**src/rtl/updown_counter_mod.sv**
```systemverilog
// Up/down counter with programmable modulus (0..max_val), step size, synchronous
// load, wrap/saturate mode, a one-cycle terminal-count pulse and sticky ovf/unf flags.
module updown_counter_mod #(
  parameter int WIDTH     = 8,
  parameter int RESET_VAL = 0
) (
  input  logic             clk,
  input  logic             reset,
  input  logic             en,
  input  logic             up_down,
  input  logic             load,
  input  logic [WIDTH-1:0] load_val,
  input  logic [WIDTH-1:0] max_val,
  input  logic [WIDTH-1:0] step,
  input  logic             mode,
  input  logic             clr_flags,
  output logic [WIDTH-1:0] out,
  output logic             tc,
  output logic             ovf,
  output logic             unf
);

  localparam logic [WIDTH-1:0] RST_OUT = WIDTH'(RESET_VAL);

  logic [WIDTH-1:0] r_out;
  logic             r_tc;
  logic             r_ovf;
  logic             r_unf;

  logic [WIDTH:0]   w_sum;
  logic             w_step_legal;
  logic             w_ovf_set;
  logic             w_unf_set;
  logic [WIDTH-1:0] w_next_out;

  // Up-crossing in wrap mode: fold the excess back into 0..max_val.
  function automatic logic [WIDTH-1:0] wrap_up(input logic [WIDTH:0]   sum,
                                               input logic [WIDTH-1:0] mx);
    logic [WIDTH:0] t;
    t = sum - {1'b0, mx} - 1'b1;
    return t[WIDTH-1:0];
  endfunction

  function automatic logic [WIDTH-1:0] wrap_down(input logic [WIDTH-1:0] cur,
                                                 input logic [WIDTH-1:0] stp,
                                                 input logic [WIDTH-1:0] mx);
    logic [WIDTH:0] t;
    t = {1'b0, cur} + {1'b0, mx} + 1'b1 - {1'b0, stp};
    return t[WIDTH-1:0];
  endfunction

  always_comb begin
    w_sum        = {1'b0, r_out} + {1'b0, step};
    w_step_legal = (step <= max_val);
    w_ovf_set    = 1'b0;
    w_unf_set    = 1'b0;
    w_next_out   = r_out;
    if (load) begin
      w_next_out = (load_val > max_val) ? max_val : load_val;
    end else if (en) begin
      if (r_out > max_val) begin
        // Limit lowered at runtime: clamp quietly, this is not a crossing.
        w_next_out = max_val;
      end else if (up_down) begin
        if (w_sum > {1'b0, max_val}) begin
          w_ovf_set  = 1'b1;
          w_next_out = (!mode && w_step_legal) ? wrap_up(w_sum, max_val) : max_val;
        end else begin
          w_next_out = w_sum[WIDTH-1:0];
        end
      end else begin
        if (step > r_out) begin
          w_unf_set  = 1'b1;
          w_next_out = (!mode && w_step_legal) ? wrap_down(r_out, step, max_val)
                                               : '0;
        end else begin
          w_next_out = r_out - step;
        end
      end
    end
  end

  // Flag set wins over a same-cycle clear.
  always_ff @(posedge clk or negedge reset) begin
    if (!reset) begin
      r_out <= RST_OUT;
      r_tc  <= 1'b0;
      r_ovf <= 1'b0;
      r_unf <= 1'b0;
    end else begin
      r_out <= w_next_out;
      r_tc  <= w_ovf_set | w_unf_set;
      r_ovf <= (r_ovf & ~clr_flags) | w_ovf_set;
      r_unf <= (r_unf & ~clr_flags) | w_unf_set;
    end
  end

  assign out = r_out;
  assign tc  = r_tc;
  assign ovf = r_ovf;
  assign unf = r_unf;

endmodule

```
**config.mk**
```make
export PLATFORM = sky130hd
export DESIGN_NAME = updown_counter_mod
export DESIGN_NICKNAME = d
export VERILOG_FILES = /design/src/rtl/updown_counter_mod.sv
export SDC_FILE = /design/constraint.sdc
export NUM_CORES = 1
export LEC_CHECK = 0
export BUFFER_PORTS_ARGS = -buffer_cell sky130_fd_sc_hd__buf_2
export CORE_MARGIN = 2
export CORE_UTILIZATION = 35
export CTS_BUF_LIST = sky130_fd_sc_hd__clkbuf_4
export DETAILED_ROUTE_END_ITERATION = 12
export GPL_ROUTABILITY_DRIVEN = 0
export GPL_TIMING_DRIVEN = 0
export PLACE_DENSITY = 0.51
export REMOVE_ABC_BUFFERS = 1
export SLEW_MARGIN = 5
export SYNTH_ARGS = -nofsm -noshare
export SYNTH_HDL_FRONTEND = slang
export SYNTH_SLANG_ARGS = --single-unit
```
**constraint.sdc**
```tcl
create_clock -name clk -period 5.5 [get_ports clk]
set_clock_uncertainty 0.15 [all_clocks]
set_input_delay 0.275 -clock clk [delete_from_list [all_inputs] [get_ports clk]]
set_output_delay 0.275 -clock clk [all_outputs]
set_load 0.1 [all_outputs]
```
==> results of run 1 <==
## worst max-delay path: stages (launching register included)
cell,delay (ns)
sky130_fd_sc_hd__dfrtp_1,0.45
sky130_fd_sc_hd__ha_1,0.26
sky130_fd_sc_hd__fa_1,0.43
sky130_fd_sc_hd__nand2b_1,0.12
sky130_fd_sc_hd__a221oi_1,0.11
sky130_fd_sc_hd__o21ba_2,0.23
sky130_fd_sc_hd__o21ai_0,0.34
sky130_fd_sc_hd__nand2_1,0.11
sky130_fd_sc_hd__ha_1,0.34
sky130_fd_sc_hd__inv_1,0.08
sky130_fd_sc_hd__or4_1,0.51
sky130_fd_sc_hd__o221a_2,0.16
sky130_fd_sc_hd__nor3_1,0.66
sky130_fd_sc_hd__nor2_1,0.28
sky130_fd_sc_hd__a211oi_1,0.31
sky130_fd_sc_hd__o21ai_0,0.14
## cells by family (layout without fill, tap and decap cells)
group	Yosys count	in the layout	share of synthesized area, %
flops	11	11	8.89
compound gates	130	130	29.0
xor+xnor	20	20	5.65
mux	12	12	4.16
buf+inv	64	99	7.83
fa+ha+maj	68	68	29.9
simple gates	90	90	14.5
## path summary, 6_finish.rpt
check / startpoint / slack (ns) / end
setup / recovery: out[0]$_DFFE_PN0P_ / 0.70 / out[2]$_DFFE_PN0P_
hold / removal: clr_flags / 0.02 / ovf$_DFF_PN0_
setup reg to reg: out[0]$_DFFE_PN0P_ / 0.70 / out[2]$_DFFE_PN0P_
hold reg to reg: unf$_DFF_PN0_ / 0.38 / unf$_DFF_PN0_
max in group asynchronous: reset / 4.70 / out[5]$_DFFE_PN0P_
min in group asynchronous: reset / 0.25 / out[0]$_DFFE_PN0P_
## synthesized netlist by cell type (9+ instances only)
cell                      count  area (µm²)
sky130_fd_sc_hd__ha_1        58         726
sky130_fd_sc_hd__inv_1       53         199
sky130_fd_sc_hd__a21oi_1     31         155
sky130_fd_sc_hd__nor2_1      26        97.6
sky130_fd_sc_hd__o21ai_0     24         120
sky130_fd_sc_hd__nand2_1     15        56.3
sky130_fd_sc_hd__xnor2_1     12         105
sky130_fd_sc_hd__dfrtp_1     11         275
sky130_fd_sc_hd__fa_1        10         200
sky130_fd_sc_hd__nand3_1      9        45.0
sky130_fd_sc_hd__nor3_1       9        45.0
sky130_fd_sc_hd__o21a_1       9        67.6
## sequential cells by signal, indices dropped and copies added (netlist names)
| signal | flops |
|---|---|
| ovf | 1 |
| out | 8 |
| tc | 1 |
| unf | 1 |
## power breakdown
part | internal (mW) | leakage [nW] | total [mW] | switching [mW]
Sequential | 0.102 | 0.136 | 0.142 | 0.0400
Combinational | 0.471 | 1.52 | 1.30 | 0.824
Clock | 0.0331 | 0.0184 | 0.0716 | 0.0385
## layer usage
layer / up-vias / wire, µm
met5: - / 0
met4: 0 / 155
met3: 8 / 687
met2: 108 / 4570
met1: 1479 / 4850
li1: 1506 / -
## layout by cell type, fill, tap and decap left out, types with 2 or more instances in the layout
master and instances:
sky130_fd_sc_hd__o2111ai_1 2, sky130_fd_sc_hd__nor2b_1 6, sky130_fd_sc_hd__o31a_1 3, sky130_fd_sc_hd__a221oi_1 2, sky130_fd_sc_hd__xnor2_1 12, sky130_fd_sc_hd__ha_1 58
sky130_fd_sc_hd__nand2_1 15, sky130_fd_sc_hd__clkbuf_4 4, sky130_fd_sc_hd__o22ai_1 5, sky130_fd_sc_hd__xor2_1 8, sky130_fd_sc_hd__nand2b_1 5, sky130_fd_sc_hd__a21oi_1 31
sky130_fd_sc_hd__buf_2 41, sky130_fd_sc_hd__o21ba_2 3, sky130_fd_sc_hd__nand4_1 3, sky130_fd_sc_hd__o41ai_1 2, sky130_fd_sc_hd__nor2_1 26, sky130_fd_sc_hd__o21bai_1 4
sky130_fd_sc_hd__a32o_1 2, sky130_fd_sc_hd__mux2i_1 5, sky130_fd_sc_hd__o211ai_1 5, sky130_fd_sc_hd__dfrtp_1 11, sky130_fd_sc_hd__mux2_2 7, sky130_fd_sc_hd__a31oi_1 3
sky130_fd_sc_hd__fa_1 10, sky130_fd_sc_hd__o311ai_0 2, sky130_fd_sc_hd__o21a_1 9, sky130_fd_sc_hd__and3_1 3, sky130_fd_sc_hd__a21o_1 5, sky130_fd_sc_hd__nor3_1 9
sky130_fd_sc_hd__inv_1 53, sky130_fd_sc_hd__o21ai_0 24, sky130_fd_sc_hd__or3_1 7, sky130_fd_sc_hd__a211oi_1 6, sky130_fd_sc_hd__a211o_1 4, sky130_fd_sc_hd__o31ai_1 7
sky130_fd_sc_hd__nand3b_1 2, sky130_fd_sc_hd__nand3_1 9
## stage by stage
step / hold WS [ns] / instances / total power [mW] / instance area [µm²]
2_1_floorplan: -0.171 / 384 / 1.09 / 3050
3_3_place_gp: 0.0301 / 533 / 1.40 / 3390
3_5_place_dp: 0.0350 / 533 / 1.41 / 3400
4_1_cts: 0.0351 / 538 / 1.49 / 3440
5_1_grt: 0.0373 / 538 / 1.64 / 3440
6_report: 0.0248 / 538 / 1.51 / 3440
## final cells by class
cell class	instances	area share (%)
Inverter	53	5.78
Multi-Input combinational cell	320	75.2
Tap cell	108	3.93
Sequential cell	11	8.00
Timing Repair Buffer	42	6.25
Clock buffer	4	0.873
## timing repair
| item | in CTS | in global routing |
|---|---|---|
| gates resized for setup | 0 | 0 |
| hold endpoints to repair | 11 | 0 |
| hold buffers | 1 | 0 |
==> impl_results.html, run 1 <==
<table>
<tr><th>Metric</th><th>Value</th></tr>
<tr><th colspan="2">Logic synthesis</th></tr>
<tr><td>Post-synth ARST share</td><td>100%</td></tr>
<tr><td>Count of distinct cell types in the synthesized netlist</td><td>55</td></tr>
<tr><td>Mean area per synthesized cell</td><td>7.84 µm²</td></tr>
<tr><td>Total of warnings raised by yosys</td><td>0</td></tr>
<tr><td>Most used flip-flop cell after synthesis</td><td>sky130_fd_sc_hd__dfrtp_1</td></tr>
<tr><td>Number of register bits inferred by synthesis</td><td>11</td></tr>
<tr><td>Count of flip-flops with a built-in enable after synthesis</td><td>0</td></tr>
<tr><td>Synth Instances</td><td>395</td></tr>
<tr><td>Cell area after synthesis</td><td>0.00310 mm²</td></tr>
<tr><td>Sequential fraction of the synthesis area</td><td>8.89%</td></tr>
<tr><th colspan="2">Cells and area</th></tr>
<tr><td>Number of nets in the layout</td><td>530</td></tr>
<tr><td>Register Area</td><td>275 µm²</td></tr>
<tr><td>Fraction of final layout cells sized beyond drive strength 1</td><td>14.2%</td></tr>
<tr><td>Growth of design area from synthesis to finish</td><td>11.1%</td></tr>
<tr><td>Area taken by multi-input logic gates</td><td>0.00259 mm²</td></tr>
<tr><td>Number of inserted diodes</td><td>0</td></tr>
<tr><td>Number of fillers in the final layout</td><td>931</td></tr>
<tr><td>Layout Utilization</td><td>39.8%</td></tr>
<tr><th colspan="2">Global route</th></tr>
<tr><td>Met1 usage in global routing</td><td>31.2%</td></tr>
<tr><td>Vias in the first global route</td><td>3,035</td></tr>
<tr><td>Antenna violations before repair</td><td>0</td></tr>
<tr><td>Most used routing layer in global routing</td><td>met2</td></tr>
<tr><td>Global-route track usage on met3</td><td>1.79%</td></tr>
<tr><td>GRT overflow</td><td>0</td></tr>
<tr><td>Maximum number of pins on one net before global-route repair</td><td>19</td></tr>
<tr><td>Met2 Use GR</td><td>35.4%</td></tr>
<tr><td>Total track usage</td><td>21.5%</td></tr>
<tr><td>Global-route wire length before repair</td><td>16,200 µm</td></tr>
<tr><th colspan="2">Floorplanning</th></tr>
<tr><td>Die Span Y</td><td>98.1 µm</td></tr>
<tr><td>Core area</td><td>0.00864 mm²</td></tr>
<tr><td>Starting Density</td><td>35.9%</td></tr>
<tr><td>Standard-cell row count</td><td>34</td></tr>
<tr><td>I/O pin total</td><td>42</td></tr>
<tr><td>Total die area</td><td>0.00962 mm²</td></tr>
<tr><td>Die extent in x</td><td>98.1 µm</td></tr>
<tr><th colspan="2">Timing</th></tr>
<tr><td>Final Hold Violating Endpoints</td><td>0</td></tr>
<tr><td>Post-layout min period</td><td>4.80 ns</td></tr>
<tr><td>Maximum clock frequency</td><td>208 MHz</td></tr>
<tr><td>Headroom to the max-slew limit</td><td>43.1%</td></tr>
<tr><td>Final clock period utilization by the worst path</td><td>87.3%</td></tr>
<tr><td>Number of setup violations in the final report</td><td>0</td></tr>
<tr><td>Setup ws final</td><td>0.700 ns</td></tr>
<tr><td>Setup total negative slack</td><td>0 ns</td></tr>
<tr><td>Count of pins over their slew limit</td><td>0</td></tr>
<tr><td>Setup repair after global routing missed its margin</td><td>no</td></tr>
<tr><td>Transition time of the tightest slew-check pin</td><td>0.846 ns</td></tr>
<tr><th colspan="2">Drt</th></tr>
<tr><td>Number of iterations in the first detailed-routing pass</td><td>6</td></tr>
<tr><td>Average wire per standard cell</td><td>19.1 µm</td></tr>
<tr><td>Count of nets left with antenna violations after detail routing</td><td>0</td></tr>
<tr><td>Number of DRC violations after detailed-routing iteration 0</td><td>242</td></tr>
<tr><td>Total detailed-routing wirelength</td><td>10,300 µm</td></tr>
<tr><td>Remaining routing DRC violations</td><td>0</td></tr>
<tr><td>Vias post-DR</td><td>3,101</td></tr>
<tr><td>Mean number of vias per cell</td><td>5.76</td></tr>
<tr><th colspan="2">Setup path</th></tr>
<tr><td>Capturing element type of the critical path</td><td>register</td></tr>
<tr><td>CP arrival</td><td>4.83 ns</td></tr>
<tr><td>Setup crit start kind</td><td>register</td></tr>
<tr><td>Critical path fanouts, max</td><td>6</td></tr>
<tr><td>Category of the most critical setup path</td><td>register to register</td></tr>
<tr><td>WP data required</td><td>5.53 ns</td></tr>
<tr><td>Register-to-Register Path Depth</td><td>15</td></tr>
<tr><th colspan="2">Clock tree</th></tr>
<tr><td>Clk sink count</td><td>11</td></tr>
<tr><td>Maximum clock path buffer count</td><td>2</td></tr>
<tr><td>Post-CTS Setup Repair Bufs</td><td>0</td></tr>
<tr><td>Clock latency at the later pin of the worst-skew pair</td><td>0.30 ns</td></tr>
<tr><td>Number of clock buffers inserted by TritonCTS</td><td>3</td></tr>
<tr><td>Buffer type at the clock tree root</td><td>sky130_fd_sc_hd__clkbuf_4</td></tr>
<tr><td>CTS tree</td><td>done</td></tr>
<tr><td>Clock transition time at the flip-flop clock pins of the worst setup and hold paths</td><td>0.10 ns</td></tr>
<tr><td>CTS HTree Levels</td><td>1</td></tr>
<tr><th colspan="2">Power</th></tr>
<tr><td>Leakage power of the design</td><td>1.67 nW</td></tr>
<tr><td>Power density over the cells</td><td>438 mW/mm²</td></tr>
<tr><td>Maximum vdd drop</td><td>245 µV</td></tr>
<tr><th colspan="2">Job</th></tr>
<tr><td>Maximum capacitance violations</td><td>0</td></tr>
<tr><th colspan="2">Min path</th></tr>
<tr><td>Cell depth of the worst min-delay path</td><td>2</td></tr>
<tr><td>Hold/Removal Path Class</td><td>input pin to register</td></tr>
<tr><th colspan="2">Placement</th></tr>
<tr><td>Quantity of I/O buffers inserted on ports</td><td>41</td></tr>
<tr><td>Detailed Place HPWL</td><td>8490 µm</td></tr>
<tr><td>Dpl ws</td><td>0.809 ns</td></tr>
<tr><th colspan="2">Run status</th></tr>
<tr><td>Result of the run</td><td>complete, no violations</td></tr>
</table>
Power figures use the tool's default switching activity.
==> inputs of run 2 (changes only) <==
- CORE_MARGIN: 2 -> default
- RECOVER_POWER: default -> 100
==> run 2 against run 1 <==
  * Sequential cell count unchanged
  * Clock-buffer cell count unchanged
  * Sequential share of layout area increased by 0.059 points
  * Hold slack improved by 0.0048 ns
  * Global-route usage increased by 3.3 points
  * Critical path type unchanged
==> impl_results.html, run 2 (synthesized netlist as in run 1, its figures left out) <==
<table>
<tr><th>Metric</th><th>Value</th></tr>
<tr><th colspan="2">Cells and area</th></tr>
<tr><td>Post-route cell area</td><td>0.00342 mm² (-0.73%)</td></tr>
<tr><td>Commonest cells after routing, fill and taps aside</td><td>58 x sky130_fd_sc_hd__ha_1, 53 x sky130_fd_sc_hd__inv_1, 31 x sky130_fd_sc_hd__a21oi_1, 29 x sky130_fd_sc_hd__buf_2, 26 x sky130_fd_sc_hd__nor2_1</td></tr>
<tr><td>Fraction of final layout cells sized beyond drive strength 1</td><td>11.2% (-3.0 points)</td></tr>
<tr><td>Layout Utilization</td><td>40.8% (+0.91 points)</td></tr>
<tr><td>Growth of design area from synthesis to finish</td><td>10.3%</td></tr>
<tr><td>Number of inserted diodes</td><td>0 (unchanged)</td></tr>
<tr><td>Most common library cell in the layout ignoring fill and taps</td><td>sky130_fd_sc_hd__ha_1</td></tr>
<tr><td>Flip-flop count of the largest register after layout</td><td>8 (unchanged)</td></tr>
<tr><td>Final cell count without fillers</td><td>535 (-0.56%)</td></tr>
<tr><td>Number of nets in the layout</td><td>530 (unchanged)</td></tr>
<tr><th colspan="2">Power</th></tr>
<tr><td>Total net switching power</td><td>0.895 mW (-0.86%)</td></tr>
<tr><td>Switching power as a share of total power</td><td>59.9% (+0.083 points)</td></tr>
<tr><td>Maximum vdd drop</td><td>213 µV (-13%)</td></tr>
<tr><td>Clock power share</td><td>4.9% (+0.2 points)</td></tr>
<tr><td>Leakage power of the design</td><td>1.63 nW (-2.4%)</td></tr>
<tr><td>Tot Pwr</td><td>1.49 mW (-0.99%)</td></tr>
<tr><td>Relative contribution of combinational cells to total power</td><td>85.3% (-0.6 points)</td></tr>
<tr><td>Cell Int Power</td><td>0.599 mW (-1.2%)</td></tr>
<tr><td>Power density over the cells</td><td>437 mW/mm² (-0.27%)</td></tr>
<tr><td>Sequential share of power</td><td>9.7% (+0.3 points)</td></tr>
<tr><th colspan="2">Drt</th></tr>
<tr><td>Count of nets left with antenna violations after detail routing</td><td>0 (unchanged)</td></tr>
<tr><td>Vias post-DR</td><td>3,141 (+1.3%)</td></tr>
<tr><td>Number of DRC violations after detailed-routing iteration 0</td><td>261 (+7.9%)</td></tr>
<tr><td>Remaining routing DRC violations</td><td>0 (unchanged)</td></tr>
<tr><td>Total detailed-routing wirelength</td><td>10,400 µm (+1.7%)</td></tr>
<tr><td>Mean number of vias per cell</td><td>5.87 (+1.9%)</td></tr>
<tr><td>Average wire per standard cell</td><td>19.5 µm (+2.2%)</td></tr>
<tr><td>Number of iterations in the first detailed-routing pass</td><td>5 (-1)</td></tr>
<tr><th colspan="2">Placement</th></tr>
<tr><td>Post-placement cell area</td><td>0.00340 mm² (-0.11%)</td></tr>
<tr><td>Placed Cells</td><td>530 (-0.56%)</td></tr>
<tr><td>Dpl ws</td><td>0.797 ns (-0.0118 ns)</td></tr>
<tr><td>Detailed Place HPWL</td><td>8580 µm (+1.1%)</td></tr>
<tr><td>Quantity of I/O buffers inserted on ports</td><td>41 (unchanged)</td></tr>
<tr><th colspan="2">Min path</th></tr>
<tr><td>Hold Crit Start</td><td>clr_flags</td></tr>
<tr><td>Hold/Removal Path Class</td><td>input pin to register</td></tr>
<tr><th colspan="2">Floorplanning</th></tr>
<tr><td>Starting Density</td><td>37.0% (+1.1 points)</td></tr>
<tr><td>Die Span Y</td><td>96.1 µm (-2.0%)</td></tr>
<tr><td>I/O pin total</td><td>42 (unchanged)</td></tr>
<tr><td>Standard-cell row count</td><td>33 (-2.9%)</td></tr>
<tr><td>Die extent in x</td><td>96.1 µm (-2.0%)</td></tr>
<tr><td>Total die area</td><td>0.00923 mm² (-4.0%)</td></tr>
<tr><td>Core area</td><td>0.00838 mm² (-2.9%)</td></tr>
<tr><th colspan="2">Timing</th></tr>
<tr><td>Setup ws final</td><td>0.824 ns (+0.124 ns)</td></tr>
<tr><td>Setup total negative slack</td><td>0 ns (unchanged)</td></tr>
<tr><td>Number of setup violations in the final report</td><td>0 (unchanged)</td></tr>
<tr><td>Maximum clock frequency</td><td>214 MHz (+2.7%)</td></tr>
<tr><td>Setup repair after global routing missed its margin</td><td>no</td></tr>
<tr><td>Transition time of the tightest slew-check pin</td><td>1.38 ns (+0.529 ns)</td></tr>
<tr><td>Post-layout min period</td><td>4.68 ns (-0.124 ns)</td></tr>
<tr><td>Headroom to the max-slew limit</td><td>8.32% (-35 points)</td></tr>
<tr><td>Count of pins over their slew limit</td><td>0 (unchanged)</td></tr>
<tr><td>Final clock period utilization by the worst path</td><td>85.0% (-2.3 points)</td></tr>
<tr><td>Final Hold Violating Endpoints</td><td>0 (unchanged)</td></tr>
<tr><td>Smallest hold slack</td><td>0.0296 ns (+0.00480 ns)</td></tr>
<tr><th colspan="2">Clock tree</th></tr>
<tr><td>Clock transition time at the flip-flop clock pins of the worst setup and hold paths</td><td>0.11 ns (about the same)</td></tr>
<tr><td>Buffer type at the clock tree root</td><td>sky130_fd_sc_hd__clkbuf_4</td></tr>
<tr><td>Post-CTS Setup Repair Bufs</td><td>0 (unchanged)</td></tr>
<tr><td>Maximum clock path buffer count</td><td>2 (unchanged)</td></tr>
<tr><td>Number of clock buffers inserted by TritonCTS</td><td>3 (unchanged)</td></tr>
<tr><td>CTS tree</td><td>done</td></tr>
<tr><td>Clock latency at the later pin of the worst-skew pair</td><td>0.31 ns (about the same)</td></tr>
<tr><td>Clk sink count</td><td>11 (unchanged)</td></tr>
<tr><td>CTS HTree Levels</td><td>1 (unchanged)</td></tr>
<tr><th colspan="2">Setup path</th></tr>
<tr><td>Category of the most critical setup path</td><td>register to register</td></tr>
<tr><td>Crit Reg-Reg Startpoint</td><td>out[1]$_DFFE_PN0P_</td></tr>
<tr><td>WP data required</td><td>5.54 ns (about the same)</td></tr>
<tr><td>Capturing element type of the critical path</td><td>register</td></tr>
<tr><td>Critical Path Source</td><td>out[1]$_DFFE_PN0P_</td></tr>
<tr><td>CP arrival</td><td>4.72 ns (-0.11 ns)</td></tr>
<tr><td>Register-to-Register Path Depth</td><td>14 (-1)</td></tr>
<tr><td>Worst reg2reg setup slack</td><td>0.82 ns (+0.12 ns)</td></tr>
<tr><td>End of the worst register-to-register path</td><td>out[2]$_DFFE_PN0P_</td></tr>
<tr><td>Critical path fanouts, max</td><td>10 (+4)</td></tr>
<tr><td>Setup crit start kind</td><td>register</td></tr>
<tr><td>Critical Path Sink</td><td>out[2]$_DFFE_PN0P_</td></tr>
<tr><th colspan="2">Global route</th></tr>
<tr><td>Total track usage</td><td>24.8% (+3.3 points)</td></tr>
<tr><td>Vias in the first global route</td><td>2,998 (-1.2%)</td></tr>
<tr><td>Maximum number of pins on one net before global-route repair</td><td>19 (unchanged)</td></tr>
<tr><td>GRT overflow</td><td>0 (unchanged)</td></tr>
<tr><td>Global-route wire length before repair</td><td>16,700 µm (+3.1%)</td></tr>
<tr><td>Antenna violations before repair</td><td>0 (unchanged)</td></tr>
<tr><th colspan="2">Job</th></tr>
<tr><td>Maximum capacitance violations</td><td>0 (unchanged)</td></tr>
<tr><th colspan="2">Run status</th></tr>
<tr><td>Result of the run</td><td>complete, no violations</td></tr>
</table>
run 2: changes by cell type in the layout (fill, tap and decap cells not counted), sizes merged:
| cell | change |
|---|---|
| clkbuf | +12 |
| buf | -12 |
run 2: cell type report:
cell class,count,area (µm²)
clock buffer,4,30.0
fill,894,4970
timing repair buffer,42,200
tap,105,131
sequential,11,275
multi-input combinational,320,2580
inverter,53,199
run 2: worst min-delay path by stage:
stage / end / slack [ns] / cells past startpoint
6_report: ovf$_DFF_PN0_ / 0.03 / 2
5_1_grt: ovf$_DFF_PN0_ / 0.03 / 2
4_1_cts: ovf$_DFF_PN0_ / 0.03 / 2
3_5_place_dp: out[2]$_DFFE_PN0P_ / 0.03 / 1
3_3_place_gp: out[2]$_DFFE_PN0P_ / 0.03 / 1
2_1_floorplan: out[0]$_DFFE_PN0P_ / -0.17 / 0
run 2: worst max-delay path: stages (launching register included):
cell                       delay [ns]
sky130_fd_sc_hd__dfrtp_1         0.70
sky130_fd_sc_hd__ha_1            0.34
sky130_fd_sc_hd__nand2b_1        0.16
sky130_fd_sc_hd__a221o_1         0.30
sky130_fd_sc_hd__a21oi_1         0.22
sky130_fd_sc_hd__nor2_1          0.08
sky130_fd_sc_hd__xor2_1          0.28
sky130_fd_sc_hd__ha_1            0.34
sky130_fd_sc_hd__o21a_1          0.20
sky130_fd_sc_hd__o21a_1          0.17
sky130_fd_sc_hd__o221a_2         0.26
sky130_fd_sc_hd__nor3_1          0.61
sky130_fd_sc_hd__nor2_1          0.28
sky130_fd_sc_hd__a211oi_1        0.33
sky130_fd_sc_hd__o21ai_0         0.14
run 2: what timing repair did:
action,in CTS,in global routing
resized for setup,0,0
hold buffers,1,0
endpoints found under the hold margin,11,0
run 2: power groups by stage:
stage	Combinational (mW)	Clock (mW)	Sequential (mW)
after floorplan	0.807	0	0.287
after global placement	1.26	0	0.145
after detailed placement	1.27	0	0.146
after CTS	1.28	0.0715	0.145
after global routing	1.41	0.0784	0.149
final	1.27	0.0739	0.145
run 2: routing by layer:
layer / vias up / global-route usage (%) / part of all wire (%)
li1: 1513 / - / -
met1: 1488 / 36.1 / 45
met2: 121 / 38.3 / 45
met3: 19 / 1.58 / 6.5
met4: 0 / 8.71 / 2.9
met5: - / 0 / 0
